## config.mk

```make
export PLATFORM = sky130hd
export DESIGN_NAME = fixed_int_div
export DESIGN_NICKNAME = d
export VERILOG_FILES = /design/src/rtl/fixed_point_pkg.sv /design/src/rtl/div_lod.sv /design/src/rtl/fixed_int_div.sv
export SDC_FILE = /design/constraint.sdc
export NUM_CORES = 1
export LEC_CHECK = 0
export CAP_MARGIN = 20
export CELL_PAD_IN_SITES_DETAIL_PLACEMENT = 1
export CELL_PAD_IN_SITES_GLOBAL_PLACEMENT = 2
export CORE_UTILIZATION = 32
export CTS_CLUSTER_SIZE = 20
export DETAILED_ROUTE_END_ITERATION = 7
export GPL_TIMING_DRIVEN = 0
export PLACE_DENSITY_LB_ADDON = 0.12
export SLEW_MARGIN = 0
export SYNTH_ARGS = -nofsm -noshare
export SYNTH_HDL_FRONTEND = slang
export SYNTH_HIERARCHICAL = 1
export SYNTH_SLANG_ARGS = --single-unit
```

## constraint.sdc

```tcl
create_clock -name clk -period 4.2 [get_ports clk]
set_input_delay 0.84 -clock clk [delete_from_list [all_inputs] [get_ports clk]]
set_output_delay 0.84 -clock clk [all_outputs]
set_load 0.005 [all_outputs]
```

## src/rtl/fixed_point_pkg.sv

```systemverilog
// ---------------------------------------------------------------------------
// fixed_point_pkg : shared defaults, width helpers and saturation constants
// rev 1.0
// ---------------------------------------------------------------------------
`default_nettype none

package fixed_point_pkg;

  localparam int DEF_WIDTH         = 8;
  localparam int DEF_DEC_POINT_POS = 4;

  // Signed exponent difference; generous so no realistic parameter set overflows
  localparam int SHIFT_W = 16;

  // Saturation values are built at this width, then truncated by the user
  localparam int MAX_R_W = 64;

  // Fraction bits kept below the leading one
  function automatic int frac_w(input int width);
    return width - 2;
  endfunction

  // Largest positive two's-complement value of the given width
  function automatic logic [MAX_R_W-1:0] sat_pos(input int width);
    return (MAX_R_W'(1) << (width - 1)) - MAX_R_W'(1);
  endfunction

  // Symmetric negative saturation: -(2^(width-1)-1)
  function automatic logic [MAX_R_W-1:0] sat_neg(input int width);
    return ~sat_pos(width) + MAX_R_W'(1);
  endfunction

endpackage

`default_nettype wire

```

## src/rtl/div_lod.sv

```systemverilog
// ---------------------------------------------------------------------------
// div_lod : priority leading-one detector, returns index of the highest set bit
// rev 1.0
// ---------------------------------------------------------------------------
`default_nettype none

module div_lod #(
  parameter int IN_W  = 7,
  parameter int POS_W = $clog2(IN_W)
) (
  input  logic [IN_W-1:0]  din,
  output logic [POS_W-1:0] pos
);

  // Later iterations win, so the highest set bit sets the result; zero input gives 0
  always_comb begin
    pos = '0;
    for (int i = 0; i < IN_W; i++) begin
      if (din[i]) pos = POS_W'(i);
    end
  end

endmodule

`default_nettype wire

```

## src/rtl/fixed_int_div.sv

```systemverilog
// ---------------------------------------------------------------------------
// fixed_int_div : 3-stage Mitchell-approximation signed fixed-point divider
// rev 1.0
// ---------------------------------------------------------------------------
`default_nettype none

module fixed_int_div
  import fixed_point_pkg::*;
#(
  parameter int WIDTH         = DEF_WIDTH,
  parameter int DEC_POINT_POS = DEF_DEC_POINT_POS
) (
  input  logic                 clk,
  input  logic                 rst,
  input  logic [WIDTH-1:0]     A,
  input  logic [WIDTH-1:0]     B,
  input  logic [WIDTH-3:0]     Conf_Bit_Mask,
  input  logic                 in_valid,
  output logic                 in_ready,
  output logic [2*WIDTH-1:0]   R,
  output logic                 dz,
  output logic                 out_valid,
  input  logic                 out_ready
);

  localparam int F_W   = frac_w(WIDTH);
  localparam int MAG_W = WIDTH - 1;
  localparam int POS_W = $clog2(MAG_W);
  localparam int M_W   = F_W + 2;
  localparam int R_W   = 2 * WIDTH;

  localparam logic [MAG_W-1:0] MAG_SAT   = MAG_W'(sat_pos(WIDTH));
  localparam logic [R_W-1:0]   R_SAT_POS = R_W'(sat_pos(R_W));
  localparam logic [R_W-1:0]   R_SAT_NEG = R_W'(sat_neg(R_W));

  // ---------------------------------------------------------------- handshake
  logic s1_valid;
  logic s2_valid;
  logic s3_free;
  logic s2_free;
  logic s1_free;

  assign s3_free  = !out_valid || out_ready;
  assign s2_free  = !s2_valid  || s3_free;
  assign s1_free  = !s1_valid  || s2_free;
  assign in_ready = s1_free;

  // ---------------------------------------------------------------- stage 1
  function automatic logic [MAG_W-1:0] abs_sat(input logic [WIDTH-1:0] v);
    if (!v[WIDTH-1])           return v[MAG_W-1:0];
    if (v[MAG_W-1:0] == '0)    return MAG_SAT;
    return MAG_W'(-v);
  endfunction

  // Shift the leading one up to bit F_W; the bits beneath it are the fraction
  function automatic logic [F_W-1:0] norm_frac(input logic [MAG_W-1:0] mag,
                                               input logic [POS_W-1:0] k);
    logic [MAG_W-1:0] shifted;
    shifted = mag << (POS_W'(F_W) - k);
    return shifted[F_W-1:0];
  endfunction

  logic [MAG_W-1:0] mag_a;
  logic [MAG_W-1:0] mag_b;
  logic [POS_W-1:0] ka;
  logic [POS_W-1:0] kb;

  assign mag_a = abs_sat(A);
  assign mag_b = abs_sat(B);

  div_lod #(.IN_W(MAG_W), .POS_W(POS_W)) u_lod_a (.din(mag_a), .pos(ka));
  div_lod #(.IN_W(MAG_W), .POS_W(POS_W)) u_lod_b (.din(mag_b), .pos(kb));

  logic             s1_sign;
  logic             s1_a_neg;
  logic             s1_a_zero;
  logic             s1_b_zero;
  logic [POS_W-1:0] s1_ka;
  logic [POS_W-1:0] s1_kb;
  logic [F_W-1:0]   s1_fa;
  logic [F_W-1:0]   s1_fb;
  logic [F_W-1:0]   s1_mask;

  always_ff @(posedge clk or posedge rst) begin
    if (rst) begin
      s1_valid  <= 1'b0;
      s1_sign   <= 1'b0;
      s1_a_neg  <= 1'b0;
      s1_a_zero <= 1'b0;
      s1_b_zero <= 1'b0;
      s1_ka     <= '0;
      s1_kb     <= '0;
      s1_fa     <= '0;
      s1_fb     <= '0;
      s1_mask   <= '0;
    end else if (s1_free) begin
      s1_valid <= in_valid;
      if (in_valid) begin
        s1_sign   <= A[WIDTH-1] ^ B[WIDTH-1];
        s1_a_neg  <= A[WIDTH-1];
        s1_a_zero <= (A == '0);
        s1_b_zero <= (B == '0);
        s1_ka     <= ka;
        s1_kb     <= kb;
        s1_fa     <= norm_frac(mag_a, ka);
        s1_fb     <= norm_frac(mag_b, kb);
        s1_mask   <= Conf_Bit_Mask;
      end
    end
  end

  // ---------------------------------------------------------------- stage 2
  logic [F_W-1:0]             fa_m;
  logic [F_W-1:0]             fb_m;
  logic [M_W-1:0]             m_c;
  logic signed [SHIFT_W-1:0]  s_c;

  // Mitchell: log2 ratio = (ka+fa) - (kb+fb); a borrow moves one octave down
  always_comb begin
    fa_m = s1_fa & s1_mask;
    fb_m = s1_fb & s1_mask;
    s_c  = SHIFT_W'(s1_ka) - SHIFT_W'(s1_kb)
         + SHIFT_W'(DEC_POINT_POS) - SHIFT_W'(F_W);
    if (fa_m >= fb_m) begin
      m_c = {2'b01, fa_m} - {2'b00, fb_m};
    end else begin
      m_c = {2'b10, fa_m} - {2'b00, fb_m};
      s_c = s_c - SHIFT_W'(1);
    end
  end

  logic                      s2_sign;
  logic                      s2_a_neg;
  logic                      s2_a_zero;
  logic                      s2_b_zero;
  logic [M_W-1:0]            s2_m;
  logic signed [SHIFT_W-1:0] s2_s;

  always_ff @(posedge clk or posedge rst) begin
    if (rst) begin
      s2_valid  <= 1'b0;
      s2_sign   <= 1'b0;
      s2_a_neg  <= 1'b0;
      s2_a_zero <= 1'b0;
      s2_b_zero <= 1'b0;
      s2_m      <= '0;
      s2_s      <= '0;
    end else if (s2_free) begin
      s2_valid <= s1_valid;
      if (s1_valid) begin
        s2_sign   <= s1_sign;
        s2_a_neg  <= s1_a_neg;
        s2_a_zero <= s1_a_zero;
        s2_b_zero <= s1_b_zero;
        s2_m      <= m_c;
        s2_s      <= s_c;
      end
    end
  end

  // ---------------------------------------------------------------- stage 3
  logic [SHIFT_W-1:0] neg_s;
  logic [R_W-1:0]     mag_c;
  logic [R_W-1:0]     r_c;

  always_comb begin
    neg_s = -s2_s;
    if (!s2_s[SHIFT_W-1]) mag_c = R_W'(s2_m) << s2_s;
    else                  mag_c = R_W'(s2_m) >> neg_s;
    r_c = s2_sign ? -mag_c : mag_c;
    if (s2_b_zero)      r_c = s2_a_neg ? R_SAT_NEG : R_SAT_POS;
    else if (s2_a_zero) r_c = '0;
  end

  always_ff @(posedge clk or posedge rst) begin
    if (rst) begin
      out_valid <= 1'b0;
      R         <= '0;
      dz        <= 1'b0;
    end else if (s3_free) begin
      out_valid <= s2_valid;
      if (s2_valid) begin
        R  <= r_c;
        dz <= s2_b_zero;
      end
    end
  end

endmodule

`default_nettype wire

```

==> Word level (Yosys, flattened, before mapping) <==
Index checks and enable logic that the tools add are counted.
{ "totals": {"wordCells": 84, "inputBits": 26, "ff_bits": 76, "out_inout_bits": 19} }
{ "classes": {"magnitude_cmp": 1, "addsub": 12, "shift": 4, "bitwise": 3, "n_reduce_logical": 13, "mux": 31} }
{ "ops": {"columns": ["op", "count"], "rows": [
  ["$mux W16", 6],
  ["$mux W7", 8],
  ["$neg A16 Y16", 2],
  ["$mux W3", 6],
  ["$logic_not A8 Y1", 2],
  ["$shl A8 B16 Y16", 1],
  ["$shr A8 B16 Y16", 1],
  ["$logic_not A7 Y1", 2],
  ["$neg A7 Y7", 2],
  ["$shl A7 B3 Y6", 2],
  ["$and A6 B6 Y6", 2],
  ["$mux W2", 4],
  ["$mux W8", 1],
  ["$sub A7 B6 Y8", 1],
  ["$sub A8 B6 Y8", 1],
  ["$sub A6 B2 Y7 const B", 1],
  ["$ge A6 B6 Y1", 1],
  ["$mux W1", 6],
  ["$reduce_and A2 Y1", 3],
  ["$sub A3 B3 Y3 const A", 2],
  ["$sub A5 B4 Y6 const B", 1],
  ["$add A4 B4 Y5 const B", 1],
  ["$sub A3 B3 Y4", 1],
  ["$logic_not A1 Y1", 3],
  ["other kinds (2)", 4]
]} }

==> Logic depth before layout (Yosys ltp) <==
{ "logic_depth": {"word_depth": 13, "depth_mapped": 18, "ltp_nobuf": 16} }

==> By module <==
The synthesis kept the hierarchy.
{ "modules_own_cells": {"columns": ["mod", "n_inst", "seq_area_each_um2", "cells_each", "area_per_inst_um2"], "rows": [
  ["fixed_int_div", 1, 1676.6, 655, 5303.8],
  ["div_lod", 2, 0.0, 8, 50.0]
]} }

==> Least setup slack after synthesis <==
No wires, ideal clock.
{ "synth_path": {"path_type": "reg2reg", "from": "reg s2_s[0]", "to": "reg R[12]", "setup_time_ns": 0.139, "path_stages_with_launch": 19, "period_less_slack_ns": 4.264, "n_path_buf": 2, "slack_ns": -0.064, "t_required_ns": 4.061, "t_arrival_ns": 4.125, "path_cell_list": "dfrtp_1 > buf_2 > inv_1 > buf_1 > ha_1 > or3b_1 > or3_2 > ha_1 > nand3_1 > nor3_1 > o211ai_2 > nor2_1 > a32oi_1 > ha_1 > nand2b_1 > or3_2 > o41ai_1 > xor2_1 > a21oi_1"} }
{ "synth_between": {"elab_chain_len": 7, "word_cells_on_any_way": 8, "classes_between": "2 x add/sub; 2 x shift; 4 x mux"} }
{ "synth_lines": {"columns": ["item", "line", "text"], "rows": [
  ["from (decl)", "fixed_int_div.sv:137", "logic signed [SHIFT_W-1:0] s2_s;"],
  ["from (signal assigned)", "fixed_int_div.sv:147", "s2_s <= '0;"],
  ["from (signal assigned)", "fixed_int_div.sv:156", "s2_s <= s_c;"],
  ["$neg A16 Y16", "fixed_int_div.sv:167", "neg_s = -s2_s;"],
  ["$shr A8 B16 Y16", "fixed_int_div.sv:169", "else mag_c = R_W'(s2_m) >> neg_s;"],
  ["$mux W16 *", "fixed_int_div.sv:168", "if (!s2_s[SHIFT_W-1]) mag_c = R_W'(s2_m) << s2_s;"],
  ["$neg A16 Y16", "fixed_int_div.sv:170", "r_c = s2_sign ? -mag_c : mag_c;"],
  ["$mux W16 *", "fixed_int_div.sv:170", null],
  ["$mux W16 *", "fixed_int_div.sv:172", "else if (s2_a_zero) r_c = '0;"],
  ["$mux W16 *", "fixed_int_div.sv:171", "if (s2_b_zero) r_c = s2_a_neg ? R_SAT_NEG : R_SAT_POS;"],
  ["to (signal assigned)", "fixed_int_div.sv:183", "R <= r_c;"],
  ["to (decl)", "fixed_int_div.sv:20", "output logic [2*WIDTH-1:0] R,"]
]} }
Every way passes the cells marked *; elsewhere a longest branch is shown, timed or not.
A chain may end at the register's enable or synchronous reset.

==> Worst setup path in the final report <==
{ "layout_path": {"from": "reg s2_s[1]", "to": "reg R[12]"} }
Same word-level chain as after synthesis.

==> flow_summary.json <==
{
  "crit_arrival_ns": 4.27,
  "htreeDepth": 3,
  "grt_max_degree": 68,
  "drt_iter0_drc": 193,
  "hp-start": "s1_fa[2]",
  "yosysTopAreaCell": "dfrtp_1",
  "routabilityCongestion": 0.861,
  "share_comb_of_total_power_pct": 57.3,
  "core_area_um2": 16500,
  "max_freq_mhz": 245,
  "port_buffers": 43,
  "tightest_slew_ns": 0.852,
  "numCtsBuffers": 9,
  "cts_max_path_buffers": 2,
  "clkPwrFrac_pct": 18.7,
  "swShare_pct": 44.7,
  "place_inst": 934,
  "drv_cap": 0,
  "yosysWarnings": 6,
  "min_path_type": "reg2reg",
  "root_buffer": "clkbuf_16",
  "grt_pass1_wl_um": 28300,
  "grt.total_usage_pct": 20.4,
  "crit_path_max_fanout": 20,
  "netlist_top_cells_count": "106 x nand2_1, 67 x dfrtp_1, 57 x o21ai_0, 50 x nor2_1, 33 x clkbuf_1",
  "switchingPower_mw": 1.85,
  "insertion_delay_ns": 0.34,
  "ioPinCount": 45,
  "power.leakage_nw": 2.79,
  "yosysSeqAreaShare_pct": 31.0,
  "synth-edff-count": 0,
  "power_density_nw_per_um2": 624,
  "syn_avg_cell_area_um2": 8.05,
  "fin_crit_ns": 4.08,
  "yosysTopAreaCellShare_pct": 31.0,
  "grt-ovfl-total": 0,
  "slew_viol_final": 0,
  "async_flop_share_pct": 100,
  "synth_top_flop_cell": "dfrtp_1",
  "grt_pass1_vias": 5600,
  "status": "completed",
  "internal_power_mw": 2.28,
  "dp_hpwl_um": 13200,
  "vdd.ir_drop.worst_uv": 208,
  "p_seq_share_pct": 24.0,
  "synth_most_common_cell": "nand2_1",
  "vias": 5166,
  "viasPerCell": 5.44,
  "final_cells": 950,
  "antenna_found_initial": 0,
  "drc_errors": 0,
  "antenna_cells": 0,
  "cts.sinks": 67,
  "totalWireLength_um": 16900,
  "final_cell_area_um2": 6630,
  "synthToLayoutAreaGrowth_pct": 22.6,
  "nets": 775,
  "layout-drive-gt1-share_pct": 11.8,
  "syn_nets": 721,
  "path_class": "reg2reg",
  "report.final.setup_viol": 0,
  "slew_headroom_pct": 42.8,
  "clk_pin_slew_ns": 0.06,
  "syn_inst": 671,
  "wl_per_cell_um": 17.8,
  "fin_crit_sh_pct": 97.1,
  "cp.required_ns": 4.39,
  "rsz0062_at_grt": "false",
  "hold_depth": 2,
  "start_util_pct": 32.7,
  "cp-end-kind": "flop",
  "cts_tree": "done",
  "critPathLaunchType": "flop",
  "placed_cell_area_um2": 6110,
  "netlist_top_cells_area": "dfrtp_1 31%, nand2_1 7.4%, o21ai_0 5.3%",
  "worstRegToRegCells": 16,
  "die_h_um": 132,
  "hold_viol": 0,
  "drtAntennaViolNets": 0,
  "ys_ff_latch": 67,
  "worstReg2RegStart": "s2_s[1]",
  "final.setup_skew_ns": 0.0105,
  "fp.dieW_um": 132,
  "dr.pass1.iters": 4,
  "die-area_um2": 17400,
  "fp-row-count": 47,
  "worstSetupStartpoint": "s2_s[1]",
  "syn_area_um2": 5400,
  "netlist-cell-type-count": 70
}
power groups by stage:
stage | logic (mW) | registers, mW | clock network, mW
6_report | 2.37 | 0.994 | 0.773
3_5_place_dp | 2.25 | 0.976 | 0
4_1_cts | 2.30 | 0.993 | 0.792
3_3_place_gp | 2.21 | 0.969 | 0
5_1_grt | 2.62 | 1.02 | 0.820
2_1_floorplan | 1.60 | 0.928 | 0
metrics by stage:
step                TNS (ns)  total power [mW]  util (%)  worst slack [ns]  hold slack, ns
floorplan                  0              2.52         -            0.0763           0.436
global placement       -5.54              3.17      37.0            -0.747           0.465
detailed placement     -6.45              3.23      37.0            -0.777           0.469
CTS                        0              4.08      39.4            0.0183           0.481
global route               0              4.46      40.1            0.0100           0.501
finish                     0              4.13      40.1             0.121           0.469
flip-flops by register name, summed over array words and instances (netlist names), 3 cells and up:
| register | count |
|---|---|
| R | 16 |
| s1_fa | 6 |
| s1_fb | 6 |
| s1_ka | 3 |
| s1_kb | 3 |
| s1_mask | 6 |
| s2_m | 8 |
| s2_s | 7 |
logic make-up after synthesis:
| group | synth area share, % |
|---|---|
| simple gates | 24.9 |
| xor+xnor | 4.54 |
| buf+inv | 5.44 |
| flops | 31.0 |
| mux | 7.94 |
| fa+ha+maj | 5.83 |
| compound gates | 20.3 |
layout by cell type, fill, tap and decap left out, drive strengths merged, types with 17 or more instances in the layout:
cell type      Yosys  routed
a21oi             32      32
clkbuf            33      44
clkdlybuf4s50      0      43
dfrtp             67      67
ha                22      22
inv               31      31
mux2i             17      17
nand2            106     106
nor2              50      50
nor3              22      22
o21ai             59      59
metal layers:
| layer | vias up | GRT usage (%) | wire length, µm |
|---|---|---|---|
| li1 | 2495 | - | - |
| met1 | 2566 | 23.5 | 7180 |
| met2 | 82 | 38.2 | 8990 |
| met3 | 23 | 2.69 | 407 |
| met4 | 0 | 7.75 | 316 |
| met5 | - | 0 | 0 |
layout make-up:
cell class                 count  area (µm²)
fill                        1990        9900
multi-input combinational    530        3620
sequential                    67        1680
timing repair buffer          47         460
tap                          220         275
clock buffer                  12         256
buffer                        39         168
inverter                      31         124
clock inverter                 4        48.8
path summary, 6_finish.rpt:
| check | end | slack [ns] |
|---|---|---|
| max in group asynchronous | s2_s[1] | 2.57 |
| hold reg to reg | s1_fa[2] | 0.47 |
| setup reg to reg | R[12] | 0.12 |
| min in group asynchronous | s1_b_zero | 1.04 |
| hold / removal | s1_fa[2] | 0.47 |
| setup / recovery | R[12] | 0.12 |
timing repair:
item / 4_1_cts / 5_1_grt
resized for setup: 21 / 25
setup endpoints to repair: 17 / 13
hold buffers: 0 / 0
pin swaps: 3 / 4
setup buffers: 1 / 3
worst max-delay path: stages (launching register included):
cell and delay [ns]:
dfrtp_2 0.55, inv_2 0.18, ha_4 0.18, or3b_4 0.39, or3_2 0.41, ha_1 0.29
nand3_2 0.11, nor3_4 0.06, o211ai_4 0.14, a21oi_1 0.11, a31oi_2 0.21, ha_2 0.21
nand2b_1 0.10, or3_4 0.39, o41ai_4 0.31, xor2_1 0.20, a21oi_1 0.09
(Power assumes the default switching activity.)
